**src/rtl/uart_frame_decoder.sv**
```systemverilog
// rtl/uart_frame_decoder.sv - magic-word framed UART payload decoder with bit-serial CRC-16 check
module uart_frame_decoder #(
    parameter int PAYLOAD_BYTES  = 2,
    parameter int TIMEOUT_CYCLES = 4096
) (
    input  logic                       CLK,
    input  logic                       rst_n,
    input  logic                       rx_valid,
    input  logic [7:0]                 rx_byte,
    output logic [8*PAYLOAD_BYTES-1:0] payload,
    output logic                       payload_valid,
    output logic                       crc_err,
    output logic [15:0]                frame_count,
    output logic [15:0]                err_count,
    output logic                       busy
);
    localparam int N  = 4 + PAYLOAD_BYTES;
    localparam int WB = 8 * N;
    localparam int PW = 8 * PAYLOAD_BYTES;
    localparam int CW = $clog2(WB + 1);
    localparam int IW = $clog2(TIMEOUT_CYCLES + 1);
    localparam logic [CW-1:0] BIT_LAST  = CW'(WB);
    localparam logic [3:0]    PB_LAST   = 4'(PAYLOAD_BYTES - 1);
    localparam logic [IW-1:0] IDLE_LAST = IW'(TIMEOUT_CYCLES - 1);

    typedef enum logic [2:0] {
        HUNT0, HUNT1, HUNT2, HUNT3, PAYLOAD, CRC_HI, CRC_LO, CHECK
    } state_t;

    state_t          state, next_state;
    logic [PW-1:0]   frame_buf;
    logic [15:0]     rx_crc;
    logic [15:0]     crc;
    logic [15:0]     crc_next;
    logic [WB-1:0]   shreg;
    logic [WB-1:0]   word;
    logic [CW-1:0]   bit_cnt;
    logic [3:0]      byte_cnt;
    logic [IW-1:0]   idle_cnt;
    logic            in_frame;
    logic            timeout;
    logic            crc_done;
    logic            crc_ok;
    logic            err_inc;
    logic            fb;

    // CRC input word is {b(N-1)..b0}; the magic occupies the low 32 bits
    always_comb begin
        word       = '0;
        word[31:0] = 32'h00AD_BBDA;
        for (int i = 0; i < PAYLOAD_BYTES; i++) begin
            word[8*(4+i) +: 8] = frame_buf[8*(PAYLOAD_BYTES-1-i) +: 8];
        end
    end

    always_comb begin
        fb       = crc[15] ^ shreg[WB-1];
        crc_next = {crc[14:0], 1'b0} ^ (fb ? 16'h8005 : 16'h0000);
    end

    assign in_frame = (state != HUNT0) && (state != CHECK);
    assign timeout  = in_frame && !rx_valid && (idle_cnt == IDLE_LAST);
    assign crc_done = (state == CHECK) && (bit_cnt == BIT_LAST);
    assign crc_ok   = (crc == rx_crc);
    assign err_inc  = timeout || ((state == CHECK) && rx_valid) || (crc_done && !crc_ok);
    assign busy     = (state == CHECK);

    always_ff @(posedge CLK) begin
        if (!rst_n) begin
            state <= HUNT0;
        end else begin
            state <= next_state;
        end
    end

    always_comb begin
        next_state = state;
        if (timeout) begin
            next_state = HUNT0;
        end else begin
            unique case (state)
                HUNT0:   if (rx_valid && rx_byte == 8'hDA) next_state = HUNT1;
                HUNT1:   if (rx_valid) next_state = (rx_byte == 8'hBB) ? HUNT2 :
                                                    (rx_byte == 8'hDA) ? HUNT1 : HUNT0;
                HUNT2:   if (rx_valid) next_state = (rx_byte == 8'hAD) ? HUNT3 :
                                                    (rx_byte == 8'hDA) ? HUNT1 : HUNT0;
                HUNT3:   if (rx_valid) next_state = (rx_byte == 8'h00) ? PAYLOAD :
                                                    (rx_byte == 8'hDA) ? HUNT1 : HUNT0;
                PAYLOAD: if (rx_valid && byte_cnt == PB_LAST) next_state = CRC_HI;
                CRC_HI:  if (rx_valid) next_state = CRC_LO;
                CRC_LO:  if (rx_valid) next_state = CHECK;
                CHECK:   if (crc_done) next_state = HUNT0;
                default: next_state = HUNT0;
            endcase
        end
    end

    always_ff @(posedge CLK) begin
        if (!rst_n) begin
            payload       <= '0;
            payload_valid <= 1'b0;
            crc_err       <= 1'b0;
            frame_count   <= '0;
            err_count     <= '0;
            frame_buf     <= '0;
            rx_crc        <= '0;
            crc           <= '0;
            shreg         <= '0;
            bit_cnt       <= '0;
            byte_cnt      <= '0;
            idle_cnt      <= '0;
        end else begin
            payload_valid <= 1'b0;
            crc_err       <= 1'b0;
            // Saturating so a long quiet line never wraps back into range
            if (rx_valid) begin
                idle_cnt <= '0;
            end else if (idle_cnt != IDLE_LAST) begin
                idle_cnt <= idle_cnt + 1'b1;
            end
            if (err_inc) begin
                err_count <= err_count + 1'b1;
            end
            if (state != PAYLOAD) begin
                byte_cnt <= '0;
            end
            unique case (state)
                PAYLOAD: if (rx_valid) begin
                    frame_buf <= (frame_buf << 8) | PW'(rx_byte);
                    byte_cnt  <= byte_cnt + 1'b1;
                end
                CRC_HI: if (rx_valid) begin
                    rx_crc[15:8] <= rx_byte;
                end
                CRC_LO: if (rx_valid) begin
                    rx_crc[7:0] <= rx_byte;
                    shreg       <= word;
                    crc         <= 16'hFFFF;
                    bit_cnt     <= '0;
                end
                CHECK: begin
                    if (!crc_done) begin
                        crc     <= crc_next;
                        shreg   <= shreg << 1;
                        bit_cnt <= bit_cnt + 1'b1;
                    end else if (crc_ok) begin
                        payload       <= frame_buf;
                        payload_valid <= 1'b1;
                        frame_count   <= frame_count + 1'b1;
                    end else begin
                        crc_err <= 1'b1;
                    end
                end
                default: ;
            endcase
        end
    end
endmodule

```
**config.mk**
```make
export PLATFORM = sky130hd
export DESIGN_NAME = uart_frame_decoder
export DESIGN_NICKNAME = d
export VERILOG_FILES = /design/src/rtl/uart_frame_decoder.sv
export SDC_FILE = /design/constraint.sdc
export NUM_CORES = 1
export LEC_CHECK = 0
export CELL_PAD_IN_SITES_DETAIL_PLACEMENT = 1
export CELL_PAD_IN_SITES_GLOBAL_PLACEMENT = 1
export CORE_MARGIN = 5
export CORE_UTILIZATION = 28
export CTS_CLUSTER_DIAMETER = 30
export CTS_CLUSTER_SIZE = 12
export DETAILED_ROUTE_END_ITERATION = 8
export HOLD_SLACK_MARGIN = 0.15
export PLACE_DENSITY_LB_ADDON = 0.1
export SLEW_MARGIN = 20
export SYNTH_ARGS = -nofsm -noshare
export SYNTH_HDL_FRONTEND = slang
export SYNTH_SLANG_ARGS = --single-unit
```
**constraint.sdc**
```tcl
create_clock -name CLK -period 6.5 [get_ports CLK]
set_input_delay 1.3 -clock CLK [delete_from_list [all_inputs] [get_ports CLK]]
set_output_delay 1.3 -clock CLK [all_outputs]
set_load 0.02 [all_outputs]
```
==> impl_table.tex <==
\begin{tabular}{lr}
\hline
Metric & Value \\
\hline
\multicolumn{2}{l}{\textbf{Synth}} \\
Synth Net Count & 920 \\
Primary flip-flop cell chosen by synthesis mapping & sky130\_fd\_sc\_hd\_\_dfxtp\_1 \\
Post-Syn Area per Cell & 8.048 sq um \\
Portion of the post-synthesis area used by sequential elements & 0.4716 \\
Share of flip-flops with an asynchronous set or reset after synthesis & 0 \\
EDFF count, synth & 0 \\
Largest area contributor in the netlist & sky130\_fd\_sc\_hd\_\_dfxtp\_1 \\
Flops \& latches, synth & 171 \\
Mapped Cells & 902 \\
Top area cells in the synthesized netlist & sky130\_fd\_sc\_hd\_\_dfxtp\_1 (47\%), sky130\_fd\_sc\_hd\_\_nand2\_1 (11\%), sky130\_fd\_sc\_hd\_\_a21oi\_1 (6.2\%) \\
Synth Warn \# & 0 \\
Area share of the largest cell type after synthesis & 0.4716 \\
Post-synth cell types & 48 \\
Total standard cell area after synthesis & 7259 sq um \\
\multicolumn{2}{l}{\textbf{Critical path}} \\
Path depth of the worst reg2reg path & 8 \\
Type of element capturing the critical path & primary output \\
Slowest cell on the critical path & sky130\_fd\_sc\_hd\_\_dfxtp\_1 \\
R2R Path Start & state[0]\$\_SDFFE\_PP0P\_ \\
Largest incremental delay on the critical path & 0.67 ns \\
Worst setup path category & flip-flop to primary output \\
Endpoint of the lowest-slack register-to-register path & frame\_count[5]\$\_SDFFE\_PN0P\_ \\
Type of element launching the critical path & flip-flop \\
Data arrival time of the critical path & 2.48 ns \\
Sequence of cells on the critical path & nand3\_1 > inv\_1 > buf\_4 > clkdlybuf4s50\_1 \\
Setup slack of the most critical reg-to-reg path & 3.34 ns \\
Worst EP required & 5.20 ns \\
Buffers and inverters on the worst path & 3 \\
Delay-heaviest family, CP & buffers and inverters \\
Maximum fanout along the worst path & 18 \\
\multicolumn{2}{l}{\textbf{CTS}} \\
Clock tree from TritonCTS & done \\
Cts bufs inserted & 17 \\
Resized cells post-CTS & 0 \\
CTS Hold Bufs & 0 \\
Clock latency on the worst-skew pair & 0.44 ns \\
Root cell of the clock tree & sky130\_fd\_sc\_hd\_\_clkbuf\_16 \\
Total number of clock tree sinks & 171 \\
Level count of the clock H-tree & 4 \\
Number of buffers added for setup after CTS & 0 \\
Worst-case clock buffer depth & 2 \\
Clock-pin slew on the worst setup and hold paths & 0.06 ns \\
\multicolumn{2}{l}{\textbf{Global route}} \\
Wire length of the first global-routing pass & 34640 microns \\
Pin count of the biggest net entering global routing & 89 \\
Global route total overflow & 0 \\
Total Routing Usage GR & 0.1468 \\
Antenna violations before repair & 0 \\
Via count of the first global-routing pass & 6524 \\
\multicolumn{2}{l}{\textbf{Detailed routing}} \\
DRC Markers & 0 \\
Drt via density & 4.970 \\
Avg WL per Cell & 16.39 microns \\
Detailed-route via count & 6347 \\
Routed wire length & 20930 microns \\
DRC marker count from the first detailed-route iteration & 376 \\
Count of nets left with antenna violations after detail routing & 0 \\
Drt pass-1 iters & 4 \\
\multicolumn{2}{l}{\textbf{Die}} \\
Width of the die & 171.0 microns \\
I/O pin count & 62 \\
Number of placement rows & 59 \\
Core area & 25760 sq um \\
Overall die area & 29250 sq um \\
Initial Util & 0.2818 \\
Die H & 171.0 microns \\
\multicolumn{2}{l}{\textbf{Cells and area}} \\
Count of filler cells inserted in the layout & 3052 \\
Area of the multi-input gates & 3542 sq um \\
Most frequent cells in the layout & sky130\_fd\_sc\_hd\_\_nand2\_1 (214), sky130\_fd\_sc\_hd\_\_dfxtp\_1 (171), sky130\_fd\_sc\_hd\_\_a21oi\_1 (90) \\
Area growth from synthesis to final layout & 20.39\% \\
Share of layout cells above drive strength 1 & 0.05839 \\
Number of nets in the finished design & 947 \\
Sequential cell area & 3423 sq um \\
Most common cell after layout, fill and taps aside & sky130\_fd\_sc\_hd\_\_nand2\_1 \\
N\_diodes & 0 \\
\multicolumn{2}{l}{\textbf{Flow run}} \\
Number of maximum-capacitance constraint violations & 0 \\
\multicolumn{2}{l}{\textbf{Power and ir drop}} \\
Leak & 2.782 nW \\
Total power consumption of the routed design & 2.150 mW \\
Sequential share of power & 0.487 \\
Switching power total & 504.7 uW \\
Internal Power & 1.645 mW \\
Comb power frac & 0.020 \\
Areal power density over the cells & 246.0 nW/um\^{}2 \\
Net switching share of the total power & 0.2347 \\
Peak ir drop on the vdd network & 0.1223 mV \\
Power share of the clock group & 0.493 \\
\multicolumn{2}{l}{\textbf{STA}} \\
Achievable Freq & 0.2644 GHz \\
Setup clock skew after layout & 0.01760 ns \\
Final period demand of the worst path & 3.782 ns \\
RSZ-0062 raised after global routing & no \\
Pin slew with the least headroom to its limit & 0.9697 ns \\
Slew HR & 0.3535 \\
Final setup violating endpoints & 0 \\
Fin Setup TNS & 0 ns \\
Final hold violation count & 0 \\
Number of max-slew violations in the final report & 0 \\
Final Cycle Share & 0.5819 \\
\multicolumn{2}{l}{\textbf{Hold path}} \\
Worst hold path stage count & 2 \\
Worst hold path class & flip-flop to flip-flop \\
Hold Path Origin & shreg[27]\$\_SDFFE\_PN0P\_ \\
Destination of the worst hold path & shreg[28]\$\_SDFFE\_PN0P\_ \\
\multicolumn{2}{l}{\textbf{Placed design}} \\
Final estimated routing congestion in global placement & 0.7057 \\
Detailed Place HPWL & 13400 microns \\
Count of port buffers added during placement & 61 \\
\multicolumn{2}{l}{\textbf{Outcome}} \\
Result of the run & completed \\
\hline
\end{tabular}
==> metrics by stage <==
step	instance area (sq um)	cells	setup slack [ns]	hold WS (ns)	utilization
floorplan	7259	902	3.701	0.4321	-
global placement	8140	1245	2.745	0.4438	0.3160
detailed placement	8140	1245	2.725	0.4461	0.3160
CTS	8740	1277	2.680	0.4563	0.3392
global route	8740	1277	2.519	0.4760	0.3392
finish	8740	1277	2.718	0.4515	0.3392
==> routing by layer <==
metal | global-route usage | wire length (microns)
met5 | 0 | 0
met4 | 0.03548 | 162
met3 | 0.03004 | 506
met2 | 0.2468 | 10070
met1 | 0.1940 | 10200
==> synthesized netlist by cell type (all sizes together), types with 18 or more instances <==
cell and number:
nand4 23, nor2 59, clkbuf 61, a311oi 18, xnor2 22, xor2 18, nand2 214, nand3 49
a21oi 90, nor3 19, a31oi 20, dfxtp 171
==> sequential cells by signal (all words and copies together) (netlist names) <==
signal	cells
bit_cnt	6
byte_cnt	4
crc	16
crc_err	1
err_count	16
frame_buf	16
frame_count	16
idle_cnt	13
payload	16
payload_valid	1
rx_crc	16
shreg	47
state	3
==> cell families after synthesis <==
logic type      synth area share
buf+inv                  0.04257
fa+ha+maj                0.01206
simple gates              0.2646
mux                      0.02085
flops                     0.4716
compound gates            0.1401
xor+xnor                 0.04826
==> worst register-to-register path: stages (launching register included) <==
cell	delay, ns
sky130_fd_sc_hd__dfxtp_1	0.67
sky130_fd_sc_hd__nand3_1	0.18
sky130_fd_sc_hd__buf_4	0.28
sky130_fd_sc_hd__nor3_2	0.18
sky130_fd_sc_hd__buf_4	0.30
sky130_fd_sc_hd__nand2_1	0.45
sky130_fd_sc_hd__buf_4	0.37
sky130_fd_sc_hd__or4_1	0.51
sky130_fd_sc_hd__a21oi_1	0.14
==> power by group through the flow <==
| stage | Combinational (mW) | Sequential [mW] | Clock [mW] |
|---|---|---|---|
| final | 0.0420 | 1.05 | 1.06 |
| after global routing | 0.0470 | 1.05 | 1.14 |
| after CTS | 0.0435 | 1.05 | 1.10 |
| after detailed placement | 0.0433 | 1.07 | 0 |
| after global placement | 0.0435 | 1.07 | 0 |
| after floorplan | 0.0230 | 1.07 | 0 |
==> worst max path at each step <==
| stage | start | endpoint | cells past startpoint |
|---|---|---|---|
| after global routing | state[0]$_SDFFE_PP0P_ | busy | 4 |
| after CTS | state[0]$_SDFFE_PP0P_ | busy | 4 |
| after detailed placement | rx_valid | bit_cnt[5]$_SDFFE_PN0P_ | 6 |
| after global placement | rx_valid | bit_cnt[5]$_SDFFE_PN0P_ | 6 |
| final | state[0]$_SDFFE_PP0P_ | busy | 4 |
| after floorplan | rx_valid | shreg[37]$_SDFFE_PN0P_ | 6 |
==> cell type report <==
type	count	share of cell area
timing repair buffer	72	0.07931
clock inverter	14	0.01833
inverter	16	0.007158
tap	335	0.04796
sequential	171	0.3917
multi-input combinational	651	0.4053
clock buffer	18	0.05025
No activity file was read; power rests on OpenSTA's default activity.
